==> config.mk <==
export PLATFORM = sky130hd
export DESIGN_NAME = sel_pipe_mux_flat
export DESIGN_NICKNAME = d
export VERILOG_FILES = /design/src/rtl/sel_pipe_mux_pkg.sv /design/src/rtl/sel_pipe_mux_if.sv /design/src/rtl/sel_pipe_mux_mux_nway.sv /design/src/rtl/sel_pipe_mux.sv /design/src/flat_wrapper.sv
export SDC_FILE = /design/constraint.sdc
export NUM_CORES = 1
export LEC_CHECK = 0
export ABC_AREA = 1
export CORE_ASPECT_RATIO = 0.7
export CORE_UTILIZATION = 38
export CTS_CLUSTER_SIZE = 25
export DETAILED_ROUTE_END_ITERATION = 10
export PLACE_DENSITY_LB_ADDON = 0.3
export SLEW_MARGIN = 25
export SYNTH_ARGS = -nofsm -noshare
export SYNTH_HDL_FRONTEND = slang
export SYNTH_SLANG_ARGS = --single-unit
==> constraint.sdc <==
create_clock -name clk -period 1.3 [get_ports clk]
set_clock_uncertainty 0.2 [all_clocks]
set_input_delay 0.26 -clock clk [delete_from_list [all_inputs] [get_ports clk]]
set_output_delay 0.26 -clock clk [all_outputs]
set_load 0.005 [all_outputs]
==> src/rtl/sel_pipe_mux_pkg.sv <==
// Shared types for the selectable pipelined mux: buffer state encoding and
// the select-width helper used by the interface, the mux and the top.
package sel_pipe_pkg;

    // Occupancy of the two-entry (main, skid) output buffer.
    typedef enum logic [1:0] {
        EMPTY = 2'd0,
        ONE   = 2'd1,
        FULL  = 2'd2
    } state_t;

    // Width of a source index: max(1, ceil(log2(n))).
    function automatic int sel_w(input int n);
        return (n <= 2) ? 1 : $clog2(n);
    endfunction

endpackage

==> src/rtl/sel_pipe_mux_if.sv <==
// Handshake bundle for sel_pipe_mux.
// valid/ready rule: a transfer happens on a rising edge where valid and
// ready are both high; once valid is raised the payload holds until that
// transfer. in_valid/in_ready guard the input side (and flush blocks the
// input transfer), out_valid/out_ready guard the output side.
interface sel_pipe_mux_if
    import sel_pipe_pkg::*;
#(
    parameter int WIDTH  = 5,
    parameter int NUM_IN = 4
);
    localparam int SEL_W = sel_w(NUM_IN);

    logic [NUM_IN*WIDTH-1:0] in_data;
    logic [SEL_W-1:0]        sel;
    logic                    in_valid;
    logic                    in_ready;
    logic                    out_ready;
    logic                    flush;
    logic                    out_valid;
    logic [WIDTH-1:0]        out_data;
    logic [SEL_W-1:0]        out_sel;
    logic                    out_err;

    // Upstream/downstream environment side.
    modport master (
        output in_data, sel, in_valid, out_ready, flush,
        input  in_ready, out_valid, out_data, out_sel, out_err
    );

    // Block side.
    modport slave (
        input  in_data, sel, in_valid, out_ready, flush,
        output in_ready, out_valid, out_data, out_sel, out_err
    );

endinterface

==> src/rtl/sel_pipe_mux_mux_nway.sv <==
// Combinational N-way source selector. An index past the last source
// yields all-zero data and raises err so the fault travels with the entry.
module mux_nway
    import sel_pipe_pkg::*;
#(
    parameter int WIDTH  = 5,
    parameter int NUM_IN = 4
) (
    input  logic [NUM_IN*WIDTH-1:0]    in_data_i,
    input  logic [sel_w(NUM_IN)-1:0]   sel_i,
    output logic [WIDTH-1:0]           data_o,
    output logic                       err_o
);
    localparam int SEL_W = sel_w(NUM_IN);

    // Pick the addressed source; unmatched (out-of-range) indices leave zero.
    always_comb begin
        data_o = '0;
        for (int k = 0; k < NUM_IN; k++) begin
            if (sel_i == SEL_W'(k)) begin
                data_o = in_data_i[k*WIDTH +: WIDTH];
            end
        end
        err_o = (32'(sel_i) >= 32'(NUM_IN));
    end

endmodule

==> src/rtl/sel_pipe_mux.sv <==
// Selectable mux feeding a two-entry output buffer. Outputs always show the
// main entry; the skid entry absorbs one capture while downstream stalls, so
// in_ready depends only on registered state and never on out_ready.
module sel_pipe_mux
    import sel_pipe_pkg::*;
#(
    parameter int WIDTH  = 5,
    parameter int NUM_IN = 4
) (
    input  logic          clk,
    input  logic          rst_n,
    sel_pipe_mux_if.slave bus,
    output state_t        state_o
);
    localparam int SEL_W = sel_w(NUM_IN);

    typedef struct packed {
        logic             err;
        logic [SEL_W-1:0] sel;
        logic [WIDTH-1:0] data;
    } entry_t;

    state_t           state_q;
    entry_t           main_q;
    entry_t           skid_q;
    entry_t           new_entry_d;
    logic [WIDTH-1:0] mux_data;
    logic             mux_err;
    logic             accept;

    mux_nway #(
        .WIDTH  (WIDTH),
        .NUM_IN (NUM_IN)
    ) u_mux (
        .in_data_i (bus.in_data),
        .sel_i     (bus.sel),
        .data_o    (mux_data),
        .err_o     (mux_err)
    );

    // Form the candidate entry and decide whether it is captured this cycle.
    always_comb begin
        new_entry_d = '{err: mux_err, sel: bus.sel, data: mux_data};
        accept      = bus.in_valid && (state_q != FULL) && !bus.flush;
    end

    // Buffer state machine; flush outranks both capture and consume.
    always_ff @(posedge clk or negedge rst_n) begin
        if (!rst_n) begin
            state_q <= EMPTY;
            main_q  <= '0;
            skid_q  <= '0;
        end else if (bus.flush) begin
            state_q <= EMPTY;
        end else begin
            case (state_q)
                EMPTY: begin
                    if (accept) begin
                        main_q  <= new_entry_d;
                        state_q <= ONE;
                    end
                end
                ONE: begin
                    if (accept && bus.out_ready) begin
                        main_q  <= new_entry_d;
                    end else if (accept) begin
                        skid_q  <= new_entry_d;
                        state_q <= FULL;
                    end else if (bus.out_ready) begin
                        state_q <= EMPTY;
                    end
                end
                FULL: begin
                    if (bus.out_ready) begin
                        main_q  <= skid_q;
                        state_q <= ONE;
                    end
                end
                default: state_q <= EMPTY;
            endcase
        end
    end

    assign bus.in_ready  = (state_q != FULL);
    assign bus.out_valid = (state_q != EMPTY);
    assign bus.out_data  = main_q.data;
    assign bus.out_sel   = main_q.sel;
    assign bus.out_err   = main_q.err;
    assign state_o       = state_q;

endmodule

==> src/flat_wrapper.sv <==
// flat-port wrapper written by rule: the top's interface ports become plain ports
module sel_pipe_mux_flat import sel_pipe_pkg::*;
#(
    parameter int WIDTH  = 5,
    parameter int NUM_IN = 4
)
  (clk, rst_n, state_o, bus_in_data, bus_sel, bus_in_valid, bus_out_ready, bus_flush, bus_in_ready, bus_out_valid, bus_out_data, bus_out_sel, bus_out_err);
  sel_pipe_mux_if #(.WIDTH(WIDTH), .NUM_IN(NUM_IN)) bus_i ();
  input  logic clk;
  input  logic rst_n;
  output state_t state_o;
  input wire logic [$bits(bus_i.in_data)-1:0] bus_in_data;
  input wire logic [$bits(bus_i.sel)-1:0] bus_sel;
  input wire logic [$bits(bus_i.in_valid)-1:0] bus_in_valid;
  input wire logic [$bits(bus_i.out_ready)-1:0] bus_out_ready;
  input wire logic [$bits(bus_i.flush)-1:0] bus_flush;
  output wire logic [$bits(bus_i.in_ready)-1:0] bus_in_ready;
  output wire logic [$bits(bus_i.out_valid)-1:0] bus_out_valid;
  output wire logic [$bits(bus_i.out_data)-1:0] bus_out_data;
  output wire logic [$bits(bus_i.out_sel)-1:0] bus_out_sel;
  output wire logic [$bits(bus_i.out_err)-1:0] bus_out_err;
  assign bus_i.in_data = bus_in_data;
  assign bus_i.sel = bus_sel;
  assign bus_i.in_valid = bus_in_valid;
  assign bus_i.out_ready = bus_out_ready;
  assign bus_i.flush = bus_flush;
  assign bus_in_ready = bus_i.in_ready;
  assign bus_out_valid = bus_i.out_valid;
  assign bus_out_data = bus_i.out_data;
  assign bus_out_sel = bus_i.out_sel;
  assign bus_out_err = bus_i.out_err;
  sel_pipe_mux #(.WIDTH(WIDTH), .NUM_IN(NUM_IN)) u_core (.clk(clk), .rst_n(rst_n), .bus(bus_i), .state_o(state_o));
endmodule
==> metrics.txt <==
first-pass GRT wire length=4.388 mm; Synth Net Count=163; Die Ht=43.94 µm; H-tree depth=1; initial DRC count=41; Ports=39; FF+latch area=402.9 µm²; Worst setup SP type=register; failing checks=setup timing; CP max-delay cell=dfrtp_2; placed inst area=0.001441 mm²; Syn-to-layout area delta=62.52%; crit path DAT=1.53 ns; largest net degree at the start of global routing=17; Worst R2R Start=u_core.state_o[1]; Die X=61.91 µm; GRT Total Usage=0.2173; Syn. warnings=0; Seq/Total Area, Yosys=0.4194; router iterations before antenna repair=6; Pleak=0.0008146 µW; Diodes inserted=0; final setup fails=20; pwr/cell area=1009 mW/mm²; vias post-DR=1086; Min Hold Slack=0.09896 ns; layout cells sized above 1=0.2974; final design area excluding fillers=0.001551 mm²; most frequent cells in the layout=nand2_1, clkdlybuf4s50_1, buf_4, dfrtp_1, nor2_1; Distinct cells, synth=18; CTS tree=built; Overflow after GRT=0; minimum clock period=1.558 ns; Cell Area, Synth=954.7 µm²; clk buf depth=2; CTS Sinks=16; status=finished with violations; most common cell after layout, fill and taps aside=nand2_1; Reg clk slew, reported paths=0.09 ns; Mapped Cells=136; P_sw=468.5 µW; Period Utilization, post-route=1.198; GPL Wtd Cong=0.8413; Synth Area per Inst=7.020 µm²; Max Cap Viol=0; Max Slew Vio Count=0; vias in the first global route=1028; total internal power=1097 µW; Top cell by count, worst path=nand2_1; root buffer cell=clkbuf_4; clk_lat worst skew=0.28 ns; DIE AREA=0.002720 mm²; Sw Ratio=0.2994; RSZ-0062 raised after global routing=yes; area of the multi-input gates=526.8 µm²; Initial Util=0.4225; DR DRC count=0; wire per inst=11.84 µm; Worst Hold Class=in -> async; Buf/Inv on CP=3; routed wire length=2.688 mm; vias per inst=4.784; total CTS buffers=3; HPWL after DPL=1.864 mm; total power=1565 µW; critical-path cell list=buf_6 > buf_6 > nor2_4 > nand2_2 > buf_4 > nand3_2 > nand2_1 > nand2_1 > nand2_1; hold violation total from the final report=0; Fillers=183; Port-buffer cells=37; worst IR drop on VDD=377.3 µV; Comb pwr share=0.350; final worst-path setup slack=-0.2580 ns; Clk pwr share=0.207; number of synthesized register bits=16; Crit. Startpoint=u_core.state_o[1]; fin nets=223; cell class contributing the biggest share of worst-path delay=flip-flops; initial antenna violation count=0; Flop pwr share=0.443; Setup crit end kind=register; delay of the slowest critical-path stage=0.44 ns; # rows=14; CP required=1.28 ns; core area=0.002260 mm²; number of routed nets with antenna violations=0; Setup CP Type=reg -> reg; CP Max Fanout=3; fmax=641.9 MHz
[metal layers]
metal  vias to the layer above  GRT usage  wire length [µm]
met1                       486     0.2810              1252
met5                         -          0                 0
li1                        553          -                 -
met4                         0    0.05333                 0
met2                        47     0.3656              1232
met3                         0    0.05075               203
[cells in the mapped netlist]
| cell | count | area (µm²) |
|---|---|---|
| buf_2 | 3 | 15.01 |
| or2_2 | 5 | 31.28 |
| nand3_1 | 12 | 60.06 |
| o21ai_0 | 12 | 60.06 |
| inv_2 | 1 | 3.750 |
| nand2_1 | 48 | 180.2 |
| inv_1 | 6 | 22.52 |
| o21ai_1 | 4 | 20.02 |
| nor2_1 | 14 | 52.55 |
| conb_1 | 1 | 3.750 |
| nand4_1 | 3 | 18.77 |
| buf_6 | 2 | 22.52 |
| nor2_2 | 2 | 12.51 |
| buf_4 | 1 | 7.510 |
| nand2_2 | 4 | 25.02 |
| dfrtp_1 | 16 | 400.4 |
| nand2_4 | 1 | 11.26 |
| o31ai_1 | 1 | 7.510 |
[sequential cells by signal, summed over array words and instances, names as in the netlist]
name / flops
u_core.bus.out_data: 5
u_core.bus.out_sel: 2
u_core.skid_q: 7
u_core.state_o: 2
[final timing paths]
| path | to | slack, ns | cells past startpoint |
|---|---|---|---|
| worst min-delay path | u_core.bus.out_data[1] | 0.1 | 2 |
| max in group asynchronous | u_core.state_o[1] | 0.67 | 2 |
| worst max register to register | u_core.state_o[0] | -0.26 | 9 |
| worst min register to register | u_core.bus.out_data[0] | 0.29 | 2 |
| min in group clk | u_core.bus.out_data[0] | 0.29 | 2 |
| worst max-delay path | u_core.state_o[0] | -0.26 | 9 |
[metrics by stage]
step                      utilization  setup WS, ns  TNS, ns  std cells
after floorplan                     -      -0.04964  -0.5610        136
after global placement         0.6379       -0.4261   -6.368        213
after detailed placement       0.6379       -0.4649   -6.707        213
after CTS                      0.6833       -0.2312   -3.603        227
after global routing           0.6866       -0.3080   -5.236        227
final                          0.6866       -0.2580   -4.287        227
[worst reg2reg max path, delay by kind of cell (launching register included)]
family	cells	cell delay, ns
buf+inv	3	0.39
flops	1	0.44
simple gates	6	0.43
[cell families after synthesis]
group,share of synthesized area
and+or+nand+nor,0.4102
other,0.003928
buffers and inverters,0.07470
AOI/OAI and AO/OA,0.09175
DFF,0.4194
[repair_timing]
item,CTS,global route
hold buffers,0,0
pin swaps,8,2
setup endpoints to repair,27,21
setup buffers,11,0
gates cloned,1,0
gates resized for setup,53,3
[power groups by stage]
| stage | combinational (µW) | clock, µW | sequential (µW) |
|---|---|---|---|
| after global placement | 503 | 0 | 700 |
| after floorplan | 209 | 0 | 703 |
| after CTS | 541 | 331 | 690 |
| after detailed placement | 514 | 0 | 705 |
| final | 548 | 323 | 693 |
| after global routing | 616 | 352 | 710 |
[layout make-up]
| class | instances | share of cell area |
|---|---|---|
| clock buffers | 4 | 0.02339 |
| inverters | 7 | 0.01694 |
| multi-input cells | 108 | 0.3395 |
| flip-flops and latches | 16 | 0.2597 |
| well taps | 32 | 0.02581 |
| repair buffers | 60 | 0.3347 |
Power figures use the tool's default switching activity.
